<file path="src/rtl/serial_sub_ctrl.sv">
// ============================================================================
//  Module   : serial_sub_ctrl
//  Brief    : Bit-serial subtraction sequencer for one shared 1-bit full
//             subtractor, LSB first, one bit per clock.
//             Optional signed-overflow output enabled by macro SUB_OVF_EN.
//  Revision : 1.0  initial release
// ============================================================================
`default_nettype none

module serial_sub_ctrl #(
    parameter int WIDTH = 8
) (
    input  logic             clk,
    input  logic             rst,
    input  logic             start,
    input  logic [WIDTH-1:0] x,
    input  logic [WIDTH-1:0] y,
    input  logic             bin_in,
    output logic             fs_a,
    output logic             fs_b,
    output logic             fs_bin,
    input  logic             fs_d,
    input  logic             fs_bout,
    output logic             busy,
    output logic             done,
    output logic [WIDTH-1:0] diff,
`ifdef SUB_OVF_EN
    output logic             ovf,
`endif
    output logic             bout
);

    localparam int                 c_IDX_W = $clog2(WIDTH);
    localparam logic [c_IDX_W-1:0] c_LAST  = c_IDX_W'(WIDTH - 1);

    typedef enum logic [1:0] {
        S_IDLE = 2'd0,
        S_RUN  = 2'd1,
        S_DONE = 2'd2
    } state_t;

    state_t             r_state;
    state_t             w_state_nxt;
    logic [WIDTH-1:0]   r_x;
    logic [WIDTH-1:0]   r_y;
    logic [WIDTH-1:0]   r_diff;
    logic [c_IDX_W-1:0] r_idx;
    logic               r_borrow;
    logic               r_bout;
    logic               w_accept;
    logic               w_last;

    assign w_accept = (r_state == S_IDLE) && start;
    assign w_last   = (r_idx == c_LAST);

    always_ff @(posedge clk or posedge rst) begin
        if (rst) begin
            r_state <= S_IDLE;
        end else begin
            r_state <= w_state_nxt;
        end
    end

    always_comb begin
        w_state_nxt = r_state;
        fs_a        = 1'b0;
        fs_b        = 1'b0;
        fs_bin      = 1'b0;
        busy        = 1'b0;
        done        = 1'b0;
        case (r_state)
            S_IDLE: begin
                if (start) begin
                    w_state_nxt = S_RUN;
                end
            end
            S_RUN: begin
                fs_a   = r_x[r_idx];
                fs_b   = r_y[r_idx];
                fs_bin = r_borrow;
                busy   = 1'b1;
                if (w_last) begin
                    w_state_nxt = S_DONE;
                end
            end
            S_DONE: begin
                busy        = 1'b1;
                done        = 1'b1;
                w_state_nxt = S_IDLE;
            end
            default: begin
                w_state_nxt = S_IDLE;
            end
        endcase
    end

    // Datapath: the fsub is combinational, so its outputs are captured on the
    // same edge that advances the bit index.
    always_ff @(posedge clk or posedge rst) begin
        if (rst) begin
            r_x      <= '0;
            r_y      <= '0;
            r_diff   <= '0;
            r_idx    <= '0;
            r_borrow <= 1'b0;
            r_bout   <= 1'b0;
        end else if (w_accept) begin
            r_x      <= x;
            r_y      <= y;
            r_borrow <= bin_in;
            r_idx    <= '0;
            r_diff   <= '0;
        end else if (r_state == S_RUN) begin
            r_diff[r_idx] <= fs_d;
            r_borrow      <= fs_bout;
            if (w_last) begin
                r_bout <= fs_bout;
            end else begin
                r_idx <= r_idx + 1'b1;
            end
        end
    end

`ifdef SUB_OVF_EN
    logic r_ovf;

    // Signed overflow: operand signs differ and the result sign differs from x.
    always_ff @(posedge clk or posedge rst) begin
        if (rst) begin
            r_ovf <= 1'b0;
        end else if (w_accept) begin
            r_ovf <= 1'b0;
        end else if ((r_state == S_RUN) && w_last) begin
            r_ovf <= (r_x[WIDTH-1] != r_y[WIDTH-1]) && (fs_d != r_x[WIDTH-1]);
        end
    end

    assign ovf = r_ovf;
`endif

    assign diff = r_diff;
    assign bout = r_bout;

endmodule

`default_nettype wire

</file>
<file path="config.mk">
export PLATFORM = sky130hd
export DESIGN_NAME = serial_sub_ctrl
export DESIGN_NICKNAME = d
export VERILOG_FILES = /design/src/rtl/serial_sub_ctrl.sv
export SDC_FILE = /design/constraint.sdc
export NUM_CORES = 1
export LEC_CHECK = 0
export CORE_AREA = 2 2 76 78
export CTS_CLUSTER_DIAMETER = 200
export DETAILED_ROUTE_END_ITERATION = 8
export DIE_AREA = 0 0 78 80
export PLACE_DENSITY_LB_ADDON = 0.2
export SLEW_MARGIN = 20
export SYNTH_ARGS = -nofsm -noshare
export SYNTH_HDL_FRONTEND = slang
export SYNTH_SLANG_ARGS = --single-unit
</file>
<file path="constraint.sdc">
create_clock -name clk -period 1.7 [get_ports clk]
set_clock_uncertainty 0.2 [all_clocks]
set_input_delay 0.425 -clock clk [delete_from_list [all_inputs] [get_ports clk]]
set_output_delay 0.425 -clock clk [all_outputs]
set_load 0.02 [all_outputs]
</file>
### After elaboration in Yosys (flattened, before gate mapping)

Index checks and enable logic that the tools add are counted.

| cells by class | value |
|---|---|
| add/sub/neg operators | 1 |
| order comparisons | 2 |
| eq/ne operators | 6 |
| multiplexer cells | 22 |
| bitwise gates (word level) | 1 |
| reduce and logical (&&, ||, !) cells | 8 |

Operators with widths:

| operator | number |
|---|---|
| 8-bit 2-to-1 mux | 2 |
| 1-bit 2-to-1 mux | 10 |
| 3-bit 2-to-1 mux | 3 |
| 8-bit bitwise mux | 1 |
| 1-bit binary-select mux with 3-bit select | 2 |
| 2-bit inequality test (second input constant) | 3 |
| 3-bit by 4-bit less-than comparator with 1-bit output (second input constant) | 1 |
| 2-bit 2-to-1 mux | 2 |
| 2-bit one-hot mux with 2 select lines | 1 |
| 2-bit AND reduction | 2 |
| 3-bit by 1-bit adder with 3-bit output (second input constant) | 1 |
| 1-bit demux with 3-bit select | 1 |
| 3-bit == test (second input constant) | 1 |
| 3-bit by 1-bit greater-or-equal comparator with 1-bit output (second input constant) | 1 |
| 3-bit AND reduction | 1 |
| 2-bit by 1-bit == test with 1-bit output (second input constant) | 1 |
| 2-bit == test (second input constant) | 1 |
| 1-bit logical AND | 2 |
| 2-bit logical NOT | 1 |
| 2-bit nonzero test | 1 |
| 2-bit OR reduction | 1 |
| 1-bit inverter | 1 |

| storage, ports and cells | value |
|---|---|
| register bits | 31 |
| input bits | 22 |
| output and inout port bits | 14 |

### Depth between registers and ports, before layout

| logic depth | value |
|---|---|
| word-level depth | 7 |
| gate-level depth with buffers | 6 |

### Least setup slack after synthesis

Ideal clock, no wire load.

| path | value |
|---|---|
| path type | register -> output |
| start | register r_idx[1] |
| end | output fs_a |
| arrival | 1.392 ns |
| required time | 1.075 ns |
| setup slack | -0.317 ns |
| cell stages (with the launch flop) | 5 |
| cells stage by stage | dfrtp_1 > buf_6 > mux2i_1 > mux4_2 > nor2b_1 |

| between the ends | value |
|---|---|
| word-level cells in the longest chain between the ends | 3 |

RTL lines:

| what | RTL line | text |
|---|---|---|
| from (decl) | 47 | `logic [c_IDX_W-1:0] r_idx;` |
| from (signal assigned) | 119 | `r_idx <= r_idx + 1'b1;` |
| 1-bit binary-select mux with 3-bit select | 78 | `fs_a = r_x[r_idx];` |
| 1-bit 2-to-1 mux (not written as such) | 78 |  |
| 1-bit 2-to-1 mux | 71 | `case (r_state)` |
| to (decl) | 19 | `output logic fs_a,` |

Every way passes these cells. The select of a mux whose other input is x is not followed.

### Worst setup path after layout

Same ends and word-level chain as after synthesis.

==> results_dict.tcl <==
set metrics [dict create \
    final_max_slew_viol_count 0 \
    fin_cells 286 \
    synth_top_family_by_area "simple AND/OR/NAND/NOR gates" \
    critPathCaptureType "output port" \
    yosysTopAreaCellShare_pct 49.6 \
    synth_warnings 0 \
    io_pins 36 \
    tightest_slew_ps 285 \
    grtUsageMet1_pct 12.7 \
    layout-drive-gt1-share_pct 28.0 \
    routed_via_density 4.45 \
    cts_sinks 31 \
    arrival_ps 1630 \
    clkLatencyLatePin_ps 280 \
    num_rows 27 \
    synth_compound_area_share_pct 2.00 \
    syn_avg_cell_area_um2 9.97 \
    die_width_um 78 \
    synth-seq-cells 31 \
    crit_path_cell_trace "mux2i_1 -> mux4_2 -> nor2b_4 -> buf_6" \
    antenna_left 0 \
    setup_viol 14 \
    synth.distinct_cells 26 \
    critical_path_class "flop to output port" \
    dieArea_um2 6240 \
    die_h_um 80 \
    use_met2_pct 24.1 \
    synth_xor_area_share_pct 0.560 \
    clk_pin_slew_worst_paths_ps 60 \
    htreeDepth 2 \
    min_period_ps 2260 \
    synthSimpleGateAreaFrac_pct 24.1 \
    vdd.ir_drop.worst_mv 0.724 \
    min_path_type "flop to flop" \
    muxShareOfSynthArea_pct 15.0 \
    crit_fanout 5 \
    status "finished with violations" \
    place_inst 270 \
    worstSetupStartpointType "flop" \
    synth.top_cells.by_area "dfrtp_1 50%, nand2_1 12%, mux2i_1 12%" \
    fin_nets 241 \
    slew_headroom_pct 80.9 \
    cpMaxStageDelayCell "mux4_2" \
    crit_buf_inv 1 \
    grt_usage_pct 12.6 \
    wl_per_cell_um 12.4 \
    cts_tree "done" \
    vias 1274 \
    syn_to_final_growth_pct 54.4 \
    cts_buffer_depth 2 \
    drtIter0Drc 33 \
    routed_wl_um 3540 \
    clockRootBuffer "clkbuf_8" \
    critical_path.max_stage_delay_ps 500 \
    num-fill-cells 538 \
    mostFrequentLayoutCells "51 x nand2_1, 29 x dfrtp_1, 21 x clkdlybuf4s50_1, 18 x mux2i_1, 14 x buf_6" \
    synth_nets 185 \
    grt_overflow_total 0 \
    power.leakage_nw 1.18 \
    cap_violations 0 \
    syn_inst 157 \
    synthAdderAreaFrac_pct 4.80 \
    place.gp.congestion 0.737 \
    violations "setup timing" \
    seqCellArea_um2 778 \
    initial_core_util_pct 29.0 \
    power_density_nw_per_um2 1610 \
    syn_area_um2 1570 \
    first_pass_iters 4 \
    rsz0062_at_grt "yes" \
    final_common_cell "nand2_1" \
    antenna_found_initial 0 \
    synth_top_area_cell "dfrtp_1" \
    hold_violations 0 \
    grtUsageMet3_pct 3.62 \
    worst_slack_ps -556 \
    grt_pass1_vias 1405 \
    ctsHoldBuffers 0 \
    grt_pass1_wl_um 6100 \
    top_usage_layer "met2" \
    drc 0 \
    port_buffers 35 \
    cp_top_family "multiplexers" \
    dp_hpwl_um 2540 \
    cts_buffers 5 \
    n_antenna_cell 0 \
    multi_input_area_um2 855 \
    critPathRequiredTime_ps 1070 \
    grt_max_degree 32 \
    core_area_um2 5410 \
    period_share_pct 133 \
    seq_area_frac_synth_pct 49.6 \
    post-route-util_pct 44.7 \
    max_freq_mhz 443 \
]
stage by stage:
stage / total power [W] / hold WS (ps) / TNS, ps / setup slack [ps] / cell area (um^2)
floorplan: 0.00232 / 245 / -253 / -206 / 1580
global placement: 0.00292 / 264 / -5120 / -726 / 2110
detailed placement: 0.00297 / 269 / -5580 / -757 / 2110
CTS: 0.00388 / 285 / -3110 / -581 / 2390
global route: 0.00420 / 306 / -3310 / -609 / 2420
finish: 0.00388 / 279 / -2440 / -556 / 2420
cell type report:
| cell class | count | area share (%) |
|---|---|---|
| Multi-Input combinational cell | 113 | 35.4 |
| Sequential cell | 31 | 32.2 |
| Timing Repair Buffer | 59 | 24.5 |
| Tap cell | 72 | 3.73 |
| Clock buffer | 5 | 2.85 |
| Inverter | 3 | 0.776 |
| Clock inverter | 3 | 0.621 |
cell usage after synthesis:
| library cell | number |
|---|---|
| buf_1 | 1 |
| nand4b_1 | 3 |
| nand4_1 | 1 |
| nand2_1 | 51 |
| nand3_1 | 1 |
| buf_6 | 1 |
| mux2i_1 | 19 |
| nor4b_2 | 1 |
| inv_1 | 3 |
| nor3b_1 | 2 |
| buf_2 | 5 |
| mux4_2 | 1 |
| dfrtp_1 | 31 |
| and2_1 | 2 |
| o31a_1 | 1 |
| ha_1 | 6 |
| mux2_2 | 2 |
| nor4bb_1 | 1 |
| and4bb_2 | 2 |
| nor2b_1 | 4 |
| xnor2_1 | 1 |
| o21ai_0 | 1 |
| o22a_1 | 1 |
| clkbuf_1 | 3 |
| nor2_1 | 12 |
| o32ai_1 | 1 |
state kept, by name (all words and copies together) (netlist names):
name      cells
r_borrow      1
bout          1
r_y           8
r_state       2
r_idx         3
r_x           8
diff          8
where the power goes:
part	switching, W	leakage, nW	internal [W]
Combinational	0.000964	0.738	0.00114
Clock	0.000267	0.0477	0.000279
Sequential	0.000198	0.395	0.00104
Total	0.00143	1.18	0.00245
cells by family after synthesis:
family | count (synthesis)
flops | 31
mux | 22
simple gates | 80
compound gates | 4
buf+inv | 13
xor+xnor | 1
fa+ha+maj | 6
worst paths after layout:
kind | cells after the start | startpoint | slack [ps] | endpoint
max reg2reg | 7 | r_idx[1] | -230 | r_state[0]
min | 2 | r_y[7] | 280 | r_y[7]
min reg2reg | 2 | r_y[7] | 280 | r_y[7]
min in group asynchronous | 3 | rst | 290 | r_y[1]
max in group asynchronous | 3 | rst | 830 | r_idx[0]
max | 4 | r_idx[1] | -560 | fs_a
routing by layer:
layer | routed length [um] | part of all wire (%)
met1 | 1410 | 40
met5 | 0 | 0
met3 | 142 | 4.0
met4 | 65 | 1.8
met2 | 1920 | 54
worst reg2reg max path: cells and delay by family, from the launching register on:
kind | cells | cell delay, ps
fa+ha+maj | 2 | 320
flops | 1 | 470
mux | 1 | 290
simple gates | 2 | 240
buf+inv | 2 | 290
repair_timing:
item | CTS | global route
pin swaps | 3 | 5
resized for setup | 70 | 8
buffers inserted | 7 | 3
setup endpoints to repair | 21 | 15
No activity file was read; power rests on OpenSTA's default activity.
